===== src/rtl/keypad_scanner.sv =====
// 4x4 matrix keypad scanner: column drive, 2-FF row sync, full-frame debounce and a
// single-key press FSM that emits one strobe per accepted key.
module keypad_scanner #(
  parameter int CLK_DIVIDER    = 1000,
  parameter int DEBOUNCE_SCANS = 4
) (
  input  logic        clk,
  input  logic        rst_n,
  input  logic [3:0]  row_in,
  output logic [3:0]  col_out,
  output logic [15:0] key_onehot,
  output logic        key_valid,
  output logic        key_strobe
);

  localparam int DIV_W = $clog2(CLK_DIVIDER);
  localparam int CNT_W = $clog2(DEBOUNCE_SCANS + 1);
  localparam logic [DIV_W-1:0] DIV_LAST = DIV_W'(CLK_DIVIDER - 1);
  localparam logic [CNT_W-1:0] CNT_MAX  = CNT_W'(DEBOUNCE_SCANS);

  typedef enum logic [1:0] {IDLE, PRESSED, BLOCKED} state_t;

  // FSM state is a typed signal so checkers can bind to it by name
  state_t state, state_next;

  logic [3:0]       row_meta, row_sync;
  logic [DIV_W-1:0] div_cnt;
  logic [1:0]       col_idx;
  logic [15:0]      raw, last, debounced, raw_next;
  logic [CNT_W-1:0] stable_cnt;
  logic             tick, frame_close, is_one_hot;
  logic [15:0]      onehot_next;
  logic             strobe_next;

  assign tick        = (div_cnt == DIV_LAST);
  assign frame_close = tick && (col_idx == 2'd3);
  assign col_out     = ~(4'b0001 << col_idx);

  // Rows idle high (pull-ups), so the synchroniser resets to "no key".
  always_ff @(posedge clk or negedge rst_n) begin
    if (!rst_n) begin
      row_meta <= 4'hF;
      row_sync <= 4'hF;
    end else begin
      row_meta <= row_in;
      row_sync <= row_meta;
    end
  end

  always_ff @(posedge clk or negedge rst_n) begin
    if (!rst_n) begin
      div_cnt <= '0;
      col_idx <= 2'd0;
    end else if (tick) begin
      div_cnt <= '0;
      col_idx <= col_idx + 2'd1;
    end else begin
      div_cnt <= div_cnt + DIV_W'(1);
    end
  end

  // Frame as it will look once the current column's rows are merged in.
  always_comb begin
    raw_next = raw;
    for (int r = 0; r < 4; r++) begin
      raw_next[{2'(r), col_idx}] = ~row_sync[2'(r)];
    end
  end

  always_ff @(posedge clk or negedge rst_n) begin
    if (!rst_n) begin
      raw        <= '0;
      last       <= '0;
      debounced  <= '0;
      stable_cnt <= '0;
    end else if (tick) begin
      raw <= raw_next;
      if (frame_close) begin
        if (raw_next != last) begin
          last       <= raw_next;
          stable_cnt <= CNT_W'(1);
        end else if (stable_cnt != CNT_MAX) begin
          stable_cnt <= stable_cnt + CNT_W'(1);
          if (stable_cnt + CNT_W'(1) == CNT_MAX) debounced <= raw_next;
        end
      end
    end
  end

  assign is_one_hot = (debounced != 16'd0) &&
                      ((debounced & (debounced - 16'd1)) == 16'd0);

  always_ff @(posedge clk or negedge rst_n) begin
    if (!rst_n) begin
      state      <= IDLE;
      key_onehot <= '0;
      key_valid  <= 1'b0;
      key_strobe <= 1'b0;
    end else begin
      state      <= state_next;
      key_onehot <= onehot_next;
      key_valid  <= |onehot_next;
      key_strobe <= strobe_next;
    end
  end

  always_comb begin
    state_next = state;
    case (state)
      IDLE: begin
        if (is_one_hot)               state_next = PRESSED;
        else if (debounced != 16'd0)  state_next = BLOCKED;
      end
      PRESSED: begin
        if (debounced == 16'd0)             state_next = IDLE;
        else if (debounced != key_onehot)   state_next = BLOCKED;
      end
      BLOCKED: begin
        if (debounced == 16'd0) state_next = IDLE;
      end
      default: state_next = IDLE;
    endcase
  end

  // Any change away from the held key (release, rollover, second key) clears the vector.
  always_comb begin
    onehot_next = key_onehot;
    strobe_next = 1'b0;
    case (state)
      IDLE: begin
        if (is_one_hot) begin
          onehot_next = debounced;
          strobe_next = 1'b1;
        end else begin
          onehot_next = '0;
        end
      end
      PRESSED: begin
        if (debounced != key_onehot) onehot_next = '0;
      end
      default: onehot_next = '0;
    endcase
  end

endmodule


===== config.mk =====
export PLATFORM = sky130hd
export DESIGN_NAME = keypad_scanner
export DESIGN_NICKNAME = d
export VERILOG_FILES = /design/src/rtl/keypad_scanner.sv
export SDC_FILE = /design/constraint.sdc
export NUM_CORES = 1
export LEC_CHECK = 0
export ABC_AREA = 1
export BUFFER_PORTS_ARGS = -buffer_cell sky130_fd_sc_hd__buf_2
export CAP_MARGIN = 0
export CORE_MARGIN = 2
export CORE_UTILIZATION = 62
export CTS_CLUSTER_DIAMETER = 120
export DETAILED_ROUTE_END_ITERATION = 7
export PLACE_DENSITY = 0.8
export SETUP_SLACK_MARGIN = 0.4
export SLEW_MARGIN = 20
export SYNTH_ARGS = -nofsm -noshare
export SYNTH_HDL_FRONTEND = slang
export SYNTH_SLANG_ARGS = --single-unit

===== constraint.sdc =====
create_clock -name clk -period 3.6 [get_ports clk]
set_clock_uncertainty 0.1 [all_clocks]
set_input_delay 0.18 -clock clk [delete_from_list [all_inputs] [get_ports clk]]
set_output_delay 0.18 -clock clk [all_outputs]
set_load 0.02 [all_outputs]

---- After elaboration in Yosys (flattened, before gate mapping) ----
Index checks and enable logic that the tools add are counted.
word-level totals
  output and inout port bits .............. 22
  flip-flop bits (word level) ............. 87
  bits of input ports ..................... 6
  word-level logic and storage cells ...... 83
operators by class
  $lt $le $gt $ge ......................... 8
  muxes and demuxes ....................... 26
  bitwise operators ....................... 5
  equality and inequality tests ........... 11
  add/sub/neg operators ................... 4
  reduce and logical (&&, ||, !) cells .... 16
  shifts and indexed selects .............. 1
operators with widths
  kind                                                                    count
  16-bit bitwise mux                                                      4
  16-bit logical NOT                                                      2
  16-bit 2-to-1 mux                                                       2
  16-bit inequality test                                                  2
  16-bit one-hot mux with 2 select lines                                  1
  16-bit AND                                                              1
  16-bit nonzero test                                                     1
  16-bit OR reduction                                                     1
  16-bit by 1-bit subtractor with 16-bit output (second input constant)   1
  10-bit by 1-bit adder with 10-bit output (second input constant)        1
  10-bit equality test (second input constant)                            1
  4-bit by 5-bit < comparator with 1-bit output (second input constant)   2
  10-bit 2-to-1 mux                                                       1
  2-bit 2-to-1 mux                                                        5
  3-bit inequality test (second input constant)                           3
  3-bit AND reduction                                                     3
  1-bit demux with 2-bit select                                           4
  4-bit by 1-bit >= comparator with 1-bit output (second input constant)  2
  1-bit logical AND                                                       6
  1-bit 2-to-1 mux                                                        6
  3-bit 2-to-1 mux                                                        2
  2-bit one-hot mux with 3 select lines                                   1
  2-bit by 5-bit < comparator with 1-bit output (second input constant)   1
  3-bit by 5-bit < comparator with 1-bit output (second input constant)   1
  14 further kinds                                                        17

---- Longest topological paths before layout ----
  depth after elaboration ................. 11
  gate-level depth with buffers ........... 15
  depth with buffers taken out ............ 15

---- Worst setup path before layout ----
OpenSTA, ideal clock, no wires.
  path type ............................... reg2reg
  start point ............................. reg col_idx[0]
  end point ............................... reg stable_cnt[2]
  stages on the path, launching flop included .. 14
  required time ........................... 3435 ps
  clock period less this slack ............ 1972 ps
  setup slack ............................. 1628 ps
  setup time .............................. 65 ps
  buffers on the path ..................... 1
  data arrival time ....................... 1807 ps
  cell sequence ........................... dfrtp_1 inv_1 ha_1 inv_2 nand2_2 xnor2_1 nor2_1 nand2_1 nor2_2 nand3_2 nand2_2 buf_4 nand3_1 nand2_1
on the way
  cells in the longest elaborated chain, start to end .. 11
  elaborated cells between the ends (all ways) .. 30
  those cells by class .................... order compare: 8; eq/ne: 2; mux: 13; reduce/logical: 7
ends and longest elaborated chain
  element                                                                                                                                       RTL line  text
  start, declared                                                                                                                               28        logic [1:0] col_idx;
  start signal, assigned                                                                                                                        56        col_idx <= col_idx + 2'd1;
  2-bit by 5-bit < comparator with 1-bit output (not written as such) / 2-bit by 1-bit >= comparator with 1-bit output (equally long branches)  66        raw_next[{2'(r), col_idx}] = ~row_sync[2'(r)];
  1-bit logical AND (not written as such)                                                                                                       66
  1-bit 2-to-1 mux (not written as such)                                                                                                        66
  1-bit demux with 2-bit select                                                                                                                 66
  16-bit bitwise mux (4 in a row)                                                                                                               66
  16-bit inequality test                                                                                                                        79        if (raw_next != last) begin
  2-bit nonzero test (no line)                                                                                                                  --
  3-bit AND reduction (no line)                                                                                                                 --
  end signal, assigned                                                                                                                          83        stable_cnt <= stable_cnt + CNT_W'(1);
  end, declared                                                                                                                                 30        logic [CNT_W-1:0] stable_cnt;
Parallel ways exist; a longest one is shown, timed or not.
A chain may end at the register's enable or synchronous reset.

---- Worst setup path in the final report ----
  start point ............................. reg col_idx[0]
  end point ............................... reg stable_cnt[0]
Same word-level chain as after synthesis.

==> impl_metrics.tcl <==
set metrics [dict create \
    io_buffers 25 \
    syn2layout_area_growth_pct 10.1 \
    postLayoutSetupSlackWorst_ps 992 \
    holdWs_ps 259 \
    synth_fa_ha_area_frac 0.0234 \
    dieArea_um2 7580 \
    hold_path_class "flip-flop to flip-flop" \
    slew_viol_final 0 \
    track_usage 0.246 \
    synth-simple-area-share 0.260 \
    ant_nets 0 \
    synth_top_family_by_area "simple AND/OR/NAND/NOR gates" \
    path_cells "ha_1, o21ai_1, inv_1, nand2_1, nand2_1, inv_1, nand2_1, nor2_2, nand3_2, nand2_2, nand3_1, nand2_1, inv_1" \
    synth_top_area_share 0.486 \
    syn_nets 541 \
    end_kind "flip-flop" \
    synth-edff-count 0 \
    critPathMaxFanout 32 \
    yosysSeqAreaShare 0.510 \
    netlist_area_um2 4280 \
    period_share 0.724 \
    htreeDepth 3 \
    fill_cells 535 \
    p_per_area_nw_per_um2 373 \
    die-width_um 87.0 \
    cp_common_cell "nand2_1" \
    regArea_um2 2180 \
    grt_start_max_net_pins 64 \
    core_area_um2 6720 \
    synth-compound-area-share 0.0963 \
    clkTransAtPathRegs_ps 90 \
    cp.arrival_ps 2760 \
    drt-total-wl_mm 8.30 \
    synth_area_leaders "dfrtp_1 49%, nand2_1 16%, nor2_1 4.4%, inv_1 4.3%, o21ai_1 3.9%" \
    multi_input_area_um2 1820 \
    grt.overflow.total 0 \
    max_freq_mhz 383 \
    fin_setup_tns_ps 0 \
    tightestPinTransition_ps 768 \
    rsz0062_at_grt "false" \
    irDropWorstVdd_mv 0.240 \
    nets 571 \
    clockRootBuffer "clkbuf_8" \
    layout-drive-gt1-share 0.133 \
    gp_congestion 0.898 \
    cts_buffers 9 \
    ys_ff_latch 87 \
    antenna_found_initial 0 \
    via_per_inst 5.21 \
    power_mw 1.76 \
    drtPass1Iterations 5 \
    fp.dieH_um 87.0 \
    drt_iter0_drc 194 \
    ys.flop_type "dfrtp_1" \
    synthMuxAreaShare 0 \
    synth_cell_types 31 \
    setup_viol 0 \
    synth_commonest_cells "184 x nand2_1, 83 x dfrtp_1, 50 x nor2_1" \
    synth_xor_area_frac 0.0451 \
    avgSynthCellArea_um2 8.11 \
    cp_slowest_cell "nand2_2" \
    std_cell_rows 30 \
    hpwlAfterDp_mm 5.77 \
    ys_async_sr_fraction 1.00 \
    clk_latency_ps 350 \
    drcViolationCount 0 \
    worstSetupPathType "flip-flop to flip-flop" \
    post-route-min-period_ps 2610 \
    p_leak_nw 2.51 \
    synthCells 527 \
    ios 28 \
    vias 3347 \
    antenna_cells 0 \
    path_delay_family "simple AND/OR/NAND/NOR gates" \
    synth_most_common_cell "nand2_1" \
    crit_path_start_kind "flip-flop" \
    slew_headroom 0.488 \
    grt_pass1_wl_mm 14.5 \
    cts_setup_buffers 0 \
    max-cap-violations 0 \
    post-place-ws_ps 993 \
    initial_utilization 0.636 \
    hold_viol 0 \
    cts_tree "built" \
    status "complete, no violations" \
    clockBufferDepth 2 \
    synth_area_leader_cell "dfrtp_1" \
    slowest_delay_ps 460 \
    wl_per_cell_um 12.9 \
    yosys_warnings 0 \
    cts_sinks 87 \
    crit_buf_inv 3 \
    cp.required_ps 3750 \
    first_global_vias 3199 \
]
area by class of cell:
| class | count | area share |
|---|---|---|
| well taps | 80 | 0.0213 |
| multi-input cells | 373 | 0.386 |
| clock buffers | 10 | 0.0292 |
| clock inverters | 6 | 0.0178 |
| inverters | 55 | 0.0439 |
| repair buffers | 31 | 0.0383 |
| flip-flops and latches | 87 | 0.464 |
per-stage QoR:
stage / util / cell area (um^2) / std cells
finish: 0.701 / 4710 / 642
global route: 0.701 / 4710 / 642
CTS: 0.701 / 4710 / 642
detailed placement: 0.663 / 4460 / 623
global placement: 0.663 / 4460 / 623
floorplan: - / 4280 / 527
report_power, final:
part | internal, mW | switching (mW)
sequential | 0.980 | 0.00170
clock | 0.407 | 0.335
combinational | 0.00659 | 0.0237
total | 1.39 | 0.361
logic make-up (layout without fill, tap and decap cells):
family                     Yosys count  count (layout)
buffers and inverters               67             102
xor gates and xnor gates            22              22
and+or+nand+nor                    268             268
DFF                                 87              87
AOI/OAI and AO/OA                   75              75
adders and majority gates            8               8
worst reg2reg max path: stages, from the launching register on:
cell	delay, ps
dfrtp_1	410
ha_1	290
o21ai_1	340
inv_1	80
nand2_1	70
nand2_1	50
inv_1	50
nand2_1	50
nor2_2	160
nand3_2	170
nand2_2	460
nand3_1	150
nand2_1	100
inv_1	40
final timing paths:
kind                       slack (ps)         from  cells past startpoint            end
hold reg to reg                   260  row_meta[1]                      0    row_sync[1]
setup / recovery                  990   col_idx[0]                     13  stable_cnt[0]
min in group asynchronous         360        rst_n                      2  key_onehot[1]
max in group asynchronous        2220        rst_n                      3        last[7]
setup reg to reg                  990   col_idx[0]                     13  stable_cnt[0]
hold / removal                    260  row_meta[1]                      0    row_sync[1]
flip-flops by register name, indices dropped and copies added (netlist names):
name        flops
key_valid       1
col_idx         2
last           16
div_cnt        10
state           2
debounced      16
row_meta        2
stable_cnt      3
row_sync        2
key_strobe      1
key_onehot     16
raw            16
cells in the final DEF, fill, tap and decap left out, drive strengths merged:
| master | netlist | routed |
|---|---|---|
| clkbuf | 3 | 10 |
| nand2 | 188 | 188 |
| xnor2 | 6 | 6 |
| clkinv | 0 | 4 |
| ha | 8 | 8 |
| o21ai | 58 | 58 |
| nor2 | 60 | 60 |
| buf | 9 | 28 |
| a31oi | 1 | 1 |
| or2 | 1 | 1 |
| dlygate4sd3 | 0 | 3 |
| a21oi | 6 | 6 |
| dfrtp | 83 | 83 |
| xor2 | 16 | 16 |
| bufinv | 0 | 2 |
| o22ai | 4 | 4 |
| o21a | 6 | 6 |
| nand4 | 1 | 1 |
| nor4 | 2 | 2 |
| dfstp | 4 | 4 |
| nand3 | 14 | 14 |
| inv | 55 | 55 |
| nor3 | 2 | 2 |
what timing repair did:
item / 4_1_cts / 5_1_grt
hold endpoints to repair: 60 / 0
gates resized for setup: 0 / 0
hold buffers: 3 / 0
layer usage:
| metal | up-vias | routed length (um) | track usage | part of all wire |
|---|---|---|---|---|
| li1 | 1704 | - | - | - |
| met1 | 1571 | 3750 | 0.303 | 0.45 |
| met2 | 66 | 4200 | 0.430 | 0.51 |
| met3 | 6 | 288 | 0.0502 | 0.035 |
| met4 | 0 | 63 | 0.0838 | 0.0076 |
| met5 | - | 0 | 0 | 0 |
Note: power is estimated with default switching activity, not from simulation.
